<file path="src/rtl/watch_disp_pkg.sv">
// Shared definitions for the watch display bus: segment bit order,
// active-low segment patterns for hex digits, and capture FSM states.
package watch_disp_pkg;

  // Segment bus bit order: index 0 is segment a through index 6 is segment g.
  // A binary literal written "abcdefg" lands directly on indices 0..6.
  typedef logic [0:6] seg_t;

  typedef enum int unsigned {
    SEG_A = 0,
    SEG_B = 1,
    SEG_C = 2,
    SEG_D = 3,
    SEG_E = 4,
    SEG_F_BIT = 5,
    SEG_G = 6
  } seg_bit_e;

  // Active-low patterns (0 = segment lit), written a..g.
  localparam seg_t SEG_0     = 7'b0000001;
  localparam seg_t SEG_1     = 7'b1001111;
  localparam seg_t SEG_2     = 7'b0010010;
  localparam seg_t SEG_3     = 7'b0000110;
  localparam seg_t SEG_4     = 7'b1001100;
  localparam seg_t SEG_5     = 7'b0100100;
  localparam seg_t SEG_6     = 7'b0100000;
  localparam seg_t SEG_7     = 7'b0001101;
  localparam seg_t SEG_8     = 7'b0000000;
  localparam seg_t SEG_9     = 7'b0000100;
  localparam seg_t SEG_A_HEX = 7'b0001000;
  localparam seg_t SEG_B_HEX = 7'b1100000;
  localparam seg_t SEG_C_HEX = 7'b0110001;
  localparam seg_t SEG_D_HEX = 7'b1000010;
  localparam seg_t SEG_E_HEX = 7'b0110000;
  localparam seg_t SEG_F     = 7'b0111000;
  localparam seg_t SEG_BLANK = 7'b1111111;

  // Scan-slot capture FSM states.
  typedef enum logic [1:0] {
    ST_IDLE  = 2'd0,
    ST_TRACK = 2'd1,
    ST_HELD  = 2'd2
  } cap_state_e;

endpackage

</file>
<file path="src/rtl/seg7_to_hex.sv">
// Combinational inverse decoder: active-low 7-segment pattern to hex nibble.
// Unknown patterns (including blank) report valid=0 with nibble 0.
module seg7_to_hex
  import watch_disp_pkg::*;
(
  input  seg_t       seg_n,
  output logic       valid,
  output logic [3:0] nibble
);

  // Table lookup of the displayed glyph
  always_comb begin
    valid  = 1'b1;
    nibble = 4'h0;
    case (seg_n)
      SEG_0:     nibble = 4'h0;
      SEG_1:     nibble = 4'h1;
      SEG_2:     nibble = 4'h2;
      SEG_3:     nibble = 4'h3;
      SEG_4:     nibble = 4'h4;
      SEG_5:     nibble = 4'h5;
      SEG_6:     nibble = 4'h6;
      SEG_7:     nibble = 4'h7;
      SEG_8:     nibble = 4'h8;
      SEG_9:     nibble = 4'h9;
      SEG_A_HEX: nibble = 4'hA;
      SEG_B_HEX: nibble = 4'hB;
      SEG_C_HEX: nibble = 4'hC;
      SEG_D_HEX: nibble = 4'hD;
      SEG_E_HEX: nibble = 4'hE;
      SEG_F:     nibble = 4'hF;
      default: begin
        valid  = 1'b0;
        nibble = 4'h0;
      end
    endcase
  end

endmodule

</file>
<file path="src/rtl/seg7_scan_capture.sv">
// Passive listener on the multiplexed active-low 7-segment bus. Each scan
// slot must hold a steady (digit, pattern) pair for STABLE_CYC samples before
// it is decoded into its slot; once every digit has been captured the frame
// is published with a one-cycle frame_valid strobe.
module seg7_scan_capture
  import watch_disp_pkg::*;
#(
  parameter int DIGITS     = 6,
  parameter int STABLE_CYC = 4
) (
  input  logic                  clk,
  input  logic                  reset_n,
  input  seg_t                  seg_n,
  input  logic [DIGITS-1:0]     dig_n,
  output logic                  frame_valid,
  output logic [4*DIGITS-1:0]   frame_digits,
  output logic                  frame_err,
  output logic [DIGITS-1:0]     err_mask
);

  localparam int CNT_W = $clog2(STABLE_CYC + 1);
  localparam logic [CNT_W-1:0] CNT_MAX = CNT_W'(STABLE_CYC);
  localparam logic [CNT_W-1:0] CNT_ONE = CNT_W'(1);

  // True when exactly one bit of the (active-high) enable vector is set.
  function automatic logic is_onehot(input logic [DIGITS-1:0] en);
    int n;
    n = 0;
    for (int i = 0; i < DIGITS; i++) n += int'(en[i]);
    return (n == 1);
  endfunction

  // Dwell counter increment that sticks at STABLE_CYC.
  function automatic logic [CNT_W-1:0] sat_inc(input logic [CNT_W-1:0] c);
    return (c >= CNT_MAX) ? CNT_MAX : c + CNT_ONE;
  endfunction

  // ---- stage p0: registered copy of the bus, one sample behind the pins
  seg_t              seg_p0;
  logic [DIGITS-1:0] dig_p0;

  // Capture the bus once; this is both the decode source and the
  // previous-sample reference for change detection.
  always_ff @(posedge clk or negedge reset_n) begin
    if (!reset_n) begin
      seg_p0 <= SEG_BLANK;
      dig_p0 <= '1;
    end else begin
      seg_p0 <= seg_n;
      dig_p0 <= dig_n;
    end
  end

  // ---- stage p1: qualification FSM, slot capture and frame assembly
  cap_state_e        state;
  logic [CNT_W-1:0]  stab_cnt;
  logic [DIGITS-1:0] cap_mask;
  logic [DIGITS-1:0] err_acc;
  logic [3:0]        slot [DIGITS];

  logic [DIGITS-1:0]   en;
  logic                one;
  logic                changed;
  logic [CNT_W-1:0]    cnt_inc;
  logic                hit;
  logic [DIGITS-1:0]   mask_next;
  logic [DIGITS-1:0]   err_next;
  logic                frame_done;
  logic [4*DIGITS-1:0] frame_next;
  logic                dec_ok;
  logic [3:0]          dec_nib;

  seg7_to_hex u_dec (
    .seg_n  (seg_p0),
    .valid  (dec_ok),
    .nibble (dec_nib)
  );

  // Dwell qualification and next capture bookkeeping
  always_comb begin
    en         = ~dig_n;
    one        = is_onehot(en);
    changed    = (seg_n != seg_p0) || (dig_n != dig_p0);
    cnt_inc    = sat_inc(stab_cnt);
    hit        = (state == ST_TRACK) && one && !changed && (cnt_inc == CNT_MAX);
    mask_next  = cap_mask | (hit ? en : '0);
    err_next   = hit ? ((err_acc & ~en) | (en & {DIGITS{~dec_ok}})) : err_acc;
    frame_done = hit && (&mask_next);
  end

  // Frame image including the digit being captured on this edge
  always_comb begin
    frame_next = '0;
    for (int i = 0; i < DIGITS; i++) begin
      frame_next[4*i +: 4] = (hit && en[i]) ? dec_nib : slot[i];
    end
  end

  // Capture FSM with registered frame outputs
  always_ff @(posedge clk or negedge reset_n) begin
    if (!reset_n) begin
      state        <= ST_IDLE;
      stab_cnt     <= '0;
      cap_mask     <= '0;
      err_acc      <= '0;
      frame_valid  <= 1'b0;
      frame_digits <= '0;
      frame_err    <= 1'b0;
      err_mask     <= '0;
    end else begin
      frame_valid <= 1'b0;
      if (!one) begin
        // Zero or several enables: abandon the dwell, keep captured digits.
        state    <= ST_IDLE;
        stab_cnt <= '0;
      end else begin
        case (state)
          ST_IDLE: begin
            state    <= ST_TRACK;
            stab_cnt <= CNT_ONE;
          end
          ST_TRACK: begin
            if (changed) begin
              stab_cnt <= CNT_ONE;
            end else begin
              stab_cnt <= cnt_inc;
              if (cnt_inc == CNT_MAX) state <= ST_HELD;
            end
          end
          ST_HELD: begin
            if (changed) begin
              state    <= ST_TRACK;
              stab_cnt <= CNT_ONE;
            end
          end
          default: begin
            state    <= ST_IDLE;
            stab_cnt <= '0;
          end
        endcase
      end
      if (hit) begin
        if (frame_done) begin
          cap_mask     <= '0;
          err_acc      <= '0;
          frame_valid  <= 1'b1;
          frame_digits <= frame_next;
          frame_err    <= |err_next;
          err_mask     <= err_next;
        end else begin
          cap_mask <= mask_next;
          err_acc  <= err_next;
        end
      end
    end
  end

  // Slot storage; a recapture simply overwrites the older value
  always_ff @(posedge clk) begin
    for (int i = 0; i < DIGITS; i++) begin
      if (hit && en[i]) slot[i] <= dec_nib;
    end
  end

endmodule

</file>
<file path="config.mk">
export PLATFORM = sky130hd
export DESIGN_NAME = seg7_scan_capture
export DESIGN_NICKNAME = d
export VERILOG_FILES = /design/src/rtl/watch_disp_pkg.sv /design/src/rtl/seg7_to_hex.sv /design/src/rtl/seg7_scan_capture.sv
export SDC_FILE = /design/constraint.sdc
export NUM_CORES = 1
export LEC_CHECK = 0
export CAP_MARGIN = 20
export CORE_MARGIN = 10
export CORE_UTILIZATION = 60
export DETAILED_ROUTE_END_ITERATION = 12
export GPL_ROUTABILITY_DRIVEN = 0
export PLACE_DENSITY = 0.95
export REMOVE_ABC_BUFFERS = 1
export SLEW_MARGIN = 25
export SYNTH_ARGS = -nofsm -noshare
export SYNTH_HDL_FRONTEND = slang
export SYNTH_SLANG_ARGS = --single-unit
</file>
<file path="constraint.sdc">
create_clock -name clk -period 5.6 [get_ports clk]
set_clock_uncertainty 0.1 [all_clocks]
set_input_delay 1.4 -clock clk [delete_from_list [all_inputs] [get_ports clk]]
set_output_delay 1.4 -clock clk [all_outputs]
set_load 0.05 [all_outputs]
</file>
==> Word level (Yosys, flattened, before mapping) <==
Memories as Yosys holds them, arrays and structs flattened. A register that Yosys moved wholly into a read port is not among the register bits.
Index checks and enable logic that the tools add are counted.
{ "word_totals": {"ram_bits": 24, "mem_count": 1, "word_cells": 123, "in_bits": 15, "ff_bits": 38} }
{ "mem_list": {"columns": ["memory", "words", "width", "read_ports", "rd_ports_with_merged_regs", "wr", "line", "text"], "rows": [
  ["slot", 6, 4, 6, 6, 1, "seg7_scan_capture.sv:59", "logic [3:0] slot [DIGITS];"]
]} }
{ "classes": {"add_sub_neg": 6, "n_bitwise": 7, "n_eq_ne": 24, "mux": 45, "order_cmp": 1, "reduce_logical": 30} }
{ "op_table": {"columns": ["cell", "count"], "rows": [
  ["case mux 4 bit (15 select lines)", 1],
  ["equality test 7 x 6 -> 1 bit (second input constant)", 5],
  ["equality test 7 bit (second input constant)", 4],
  ["two-way mux 3 bit", 9],
  ["two-way mux 6 bit", 4],
  ["two-way mux 1 bit", 20],
  ["two-way mux 4 bit", 5],
  ["OR reduction 4 bit", 5],
  ["OR reduction 16 bit", 1],
  ["equality test 7 x 3 -> 1 bit (second input constant)", 2],
  ["equality test 7 x 4 -> 1 bit (second input constant)", 2],
  ["AND 6 bit", 2],
  ["inverter 6 bit", 2],
  ["bitwise OR 6 bit", 2],
  ["logical AND 1 bit", 10],
  ["case mux 3 bit (3 select lines)", 1],
  ["two-way mux 2 bit", 4],
  ["equality test 7 x 1 -> 1 bit (second input constant)", 1],
  ["equality test 7 x 5 -> 1 bit (second input constant)", 1],
  ["logical NOT 1 bit", 7],
  ["logical NOT 7 bit", 1],
  ["inequality test 7 bit", 1],
  ["adder 5 x 1 -> 6 bit", 1],
  ["equality test 6 x 1 -> 1 bit (second input constant)", 1],
  ["other kinds (20)", 21]
]} }

==> Longest topological paths before layout <==
{ "logic_depth": {"ltp_word": 19, "mapped_depth": 13} }

==> By module <==
Synthesis repeated with hierarchy kept, for this count alone.
{ "unflattened": {"hier_cells": 325, "hier_area_um2": 3880.0} }
{ "by_module_without_submodules": {"columns": ["mod", "area_per_inst_um2", "seq_area_each_um2", "cells_per_inst", "n_inst"], "rows": [
  ["seg7_scan_capture", 3517.1, 2048.2, 273, 1],
  ["seg7_to_hex", 362.8, 0.0, 52, 1]
]} }

==> Worst setup path before layout <==
No wires, ideal clock.
{ "synth_path": {"path_kind": "input to register", "from": "input dig_n[0]", "to": "register frame_digits[17], read port of slot", "setup_ps": 125, "required_ps": 5375, "arrival_time_ps": 4744, "path_slack_ps": 631, "cell_stages": 11, "cell_sequence": "fa_1 inv_1 fa_1 ha_1 fa_1 or3b_1 nor3_1 nand4_1 nor3_4 mux2_2 mux2_2"} }
{ "synth_between": {"elab_chain_cells": 15, "word_cells_on_any_way": 18, "cone_classes": "5 x add/sub; 2 x eq/ne; 1 x mux; 2 x bitwise; 8 x reduce/logical"} }
{ "synth_rtl": {"columns": ["element", "line", "text"], "rows": [
  ["from (decl)", "seg7_scan_capture.sv:14", "input logic [DIGITS-1:0] dig_n,"],
  ["inverter 6 bit", "seg7_scan_capture.sv:81", "en = ~dig_n;"],
  ["adder 1 x 1 -> 2 bit", "seg7_scan_capture.sv:29", "for (int i = 0; i < DIGITS; i++) n += int'(en[i]);"],
  ["adder 2 x 1 -> 3 bit", "seg7_scan_capture.sv:29", null],
  ["adder 3 x 1 -> 4 bit", "seg7_scan_capture.sv:29", null],
  ["adder 4 x 1 -> 5 bit", "seg7_scan_capture.sv:29", null],
  ["adder 5 x 1 -> 6 bit", "seg7_scan_capture.sv:29", null],
  ["equality test 6 x 1 -> 1 bit", "seg7_scan_capture.sv:30", "return (n == 1);"],
  ["logical AND 1 bit (3 in a row)", "seg7_scan_capture.sv:85", "hit = (state == ST_TRACK) && one && !changed && (cnt_inc == CNT_MAX);"],
  ["two-way mux 6 bit", "seg7_scan_capture.sv:86", "mask_next = cap_mask | (hit ? en : '0);"],
  ["bitwise OR 6 bit", "seg7_scan_capture.sv:86", null],
  ["AND reduction 6 bit", "seg7_scan_capture.sv:88", "frame_done = hit && (&mask_next);"],
  ["logical AND 1 bit", "seg7_scan_capture.sv:88", null],
  ["AND reduction 2 bit (no line) (*)", null, null],
  ["to (decl)", "seg7_scan_capture.sv:16", "output logic [4*DIGITS-1:0] frame_digits,"]
]} }
Every way passes the cells marked *; elsewhere a longest branch is shown, timed or not.
A chain may end at the register's enable or synchronous reset.

==> Worst setup path after layout <==
{ "layout_path": {"from": "input dig_n[0]", "to": "register frame_digits[2], read port of slot"} }
The elaborated chain is that of the path after synthesis.

==> out/results.txt <==
crit path capture type -> register
Clock Sinks -> 86
Synth cell types -> 59
final hold slack -> 361 ps
leakage power of the design -> 2.10 nW
first-pass detailed-route iteration total -> 4
Area growth syn-to-layout -> 18.5%
RSZ-0062 raised after global routing -> yes
# port buffers -> 46
via count of the first global-routing pass -> 2,975
die footprint -> 10,200 sq um
Layout Utilization -> 0.733
number of top-level pins -> 47
Setup CP Type -> input port to register
total clock buffers created by CTS -> 9
placement row count -> 29
leading cell type by number of instances after synthesis -> sky130_fd_sc_hd__dfrtp_1
total non-filler cell area in the finished layout -> 4680 sq um
DP Area -> 4480 sq um
VDD IR max -> 206 uV
global-route wire length before repair -> 15,000 um
Fillers -> 415
H-tree levels -> 3
Clk Latency, worst-skew pair -> 360 ps
starting utilization of the core area -> 0.618
max-slew violation count -> 0
total track usage -> 0.186
post-synthesis sequential area ratio -> 0.519
mean cell area of the mapped netlist -> 12.0 sq um
total power density per cell area -> 254 nW/um^2
Die Height -> 101 um
area of the multi-input gates -> 1660 sq um
data arrival time of the worst path -> 5610 ps
synthesized netlist cell count -> 329
Root Buffer -> sky130_fd_sc_hd__clkbuf_8
iteration-0 DRC count of the detailed router -> 163
number of antenna violations at the first check in global routing -> 0
run status -> complete, no violations
Async SR Flop Fraction -> 0.721
clock-pin slew reported for the worst setup and hold paths after clock tree synthesis -> 90 ps
summed negative setup slack over all endpoints -> 0 ps
maximum number of pins on one net before global-route repair -> 63
most frequently used flop master after synthesis -> sky130_fd_sc_hd__dfrtp_1
max_cap viols -> 0
Critical Path Start Type -> input port
Non-Filler Instances -> 465
Hold/Removal Path Class -> register to register
register area -> 2050 sq um
clock tree from TritonCTS -> done
total wire length -> 9160 um
average via count per standard cell -> 5.92
Yosys top cell area share -> 0.311
die extent in x -> 101 um
Core ar. -> 6390 sq um
part of the cycle the worst path needs -> 0.975
share of final-layout standard cells stronger than drive strength 1 -> 0.245
antenna-violating nets left -> 0
CTS Buffer Depth -> 2
vias after detailed routing -> 2,754
number of buffers added to fix hold violations after cts -> 0
post-layout min period -> 5460 ps
net total in the final layout -> 404
total placed cells including tap cells -> 449
Inserted Diodes -> 0
post-synthesis instance area -> 3950 sq um
remaining routing DRC violations -> 0
area leader, netlist -> sky130_fd_sc_hd__dfrtp_1
detailed placer's ending HPWL -> 6450 um
synth cell count leaders -> sky130_fd_sc_hd__dfrtp_1, sky130_fd_sc_hd__dfxtp_1, sky130_fd_sc_hd__nor2_1
transition time at the pin with the least slew margin -> 781 ps
highest fanout seen on the critical path -> 8
data required time of the critical path -> 5760 ps
Post CTS Setup Buffer Count -> 0
count of flip-flops with a built-in enable after synthesis -> 0
final setup fails -> 0
hold violation total from the final report -> 0
tightest slew margin relative to the limit -> 0.479
synth top area cells -> sky130_fd_sc_hd__dfrtp_1, sky130_fd_sc_hd__dfxtp_1, sky130_fd_sc_hd__dfstp_2
Congestion Overflow GR -> 0
highest attainable clock frequency -> 183 MHz
Synthesis Warnings -> 0
average detailed-routed wire length per instance -> 19.7 um
register bit total from synthesis -> 86
count of cells resized by post-cts repair -> 0
[logic make-up after synthesis]
family | share of synthesized area
DFF | 0.519
and+or+nand+nor | 0.132
AOI/OAI and AO/OA | 0.0843
muxes | 0.139
buffers and inverters | 0.0628
xor gates and xnor gates | 0.0374
adders and majority gates | 0.0247
[metrics by stage]
step	power, mW	setup slack [ps]
final	1.19	142
after global placement	0.742	1.31
after CTS	1.19	146
after floorplan	0.705	624
after global routing	1.23	-52.3
after detailed placement	0.752	-132
[critical path, stage by stage]
cell and delay (ps):
sky130_fd_sc_hd__clkdlybuf4s50_1 460, sky130_fd_sc_hd__fa_1 560, sky130_fd_sc_hd__inv_1 60, sky130_fd_sc_hd__fa_1 450, sky130_fd_sc_hd__ha_1 220, sky130_fd_sc_hd__fa_1 460, sky130_fd_sc_hd__or3b_1 430, sky130_fd_sc_hd__nor3_1 190
sky130_fd_sc_hd__nand4_1 240, sky130_fd_sc_hd__or3_1 540, sky130_fd_sc_hd__mux2_4 350, sky130_fd_sc_hd__mux2_4 260
[cell type report]
type,instances,share of cell area
clock inverters,4,0.0115
multi-input cells,203,0.354
flip-flops and latches,86,0.438
clock buffers,12,0.0310
repair buffers,62,0.128
inverters,21,0.0168
well taps,77,0.0206
[layout by cell type, fill, tap and decap left out, drive strengths merged, types with 4 or more instances in the layout]
| cell | count |
|---|---|
| buf | 17 |
| o21ai | 18 |
| nor2 | 23 |
| mux2i | 7 |
| a21oi | 16 |
| clkbuf | 12 |
| xor2 | 15 |
| or3 | 6 |
| dfstp | 13 |
| dfxtp | 24 |
| nor3 | 9 |
| dfrtp | 49 |
| mux2 | 36 |
| a31oi | 5 |
| nand4 | 4 |
| inv | 22 |
| nor4 | 5 |
| nand2 | 14 |
| clkdlybuf4s50 | 45 |
[flip-flops by register name (all words and copies together) (netlist names)]
signal,cells
cap_mask,6
dig_p0,6
err_acc,6
err_mask,6
frame_digits,24
frame_err,1
frame_valid,1
seg_p0,7
slot,24
stab_cnt,3
state,2
[routing by layer]
layer,global-route usage,vias to the layer above,share of wire
li1,-,1255,-
met1,0.216,1366,0.40
met2,0.298,98,0.50
met3,0.0556,35,0.061
met4,0.109,0,0.037
met5,0,-,0
[final timing paths]
check | start | cells after the start | slack, ps | end
min in group asynchronous | reset_n | 2 | 1100 | frame_valid$_DFF_PN0_
setup / recovery | dig_n[0] | 12 | 140 | frame_digits[2]$_DFFE_PN0P_
setup reg to reg | seg_p0[3]$_DFF_PN1_ | 7 | 2660 | err_mask[4]$_DFFE_PN0P_
max in group asynchronous | reset_n | 2 | 3790 | cap_mask[1]$_DFFE_PN0N_
hold reg to reg | slot[4][3]$_DFF_P_ | 2 | 360 | slot[4][3]$_DFF_P_
hold / removal | slot[4][3]$_DFF_P_ | 2 | 360 | slot[4][3]$_DFF_P_
[report_power, final]
group	switching [mW]	internal, mW	total [mW]	leakage [nW]
Clock	0.224	0.220	0.445	0.0932
Sequential	0.0162	0.630	0.647	0.987
Combinational	0.0557	0.0400	0.0957	1.02
No activity file was read; power rests on OpenSTA's default activity.
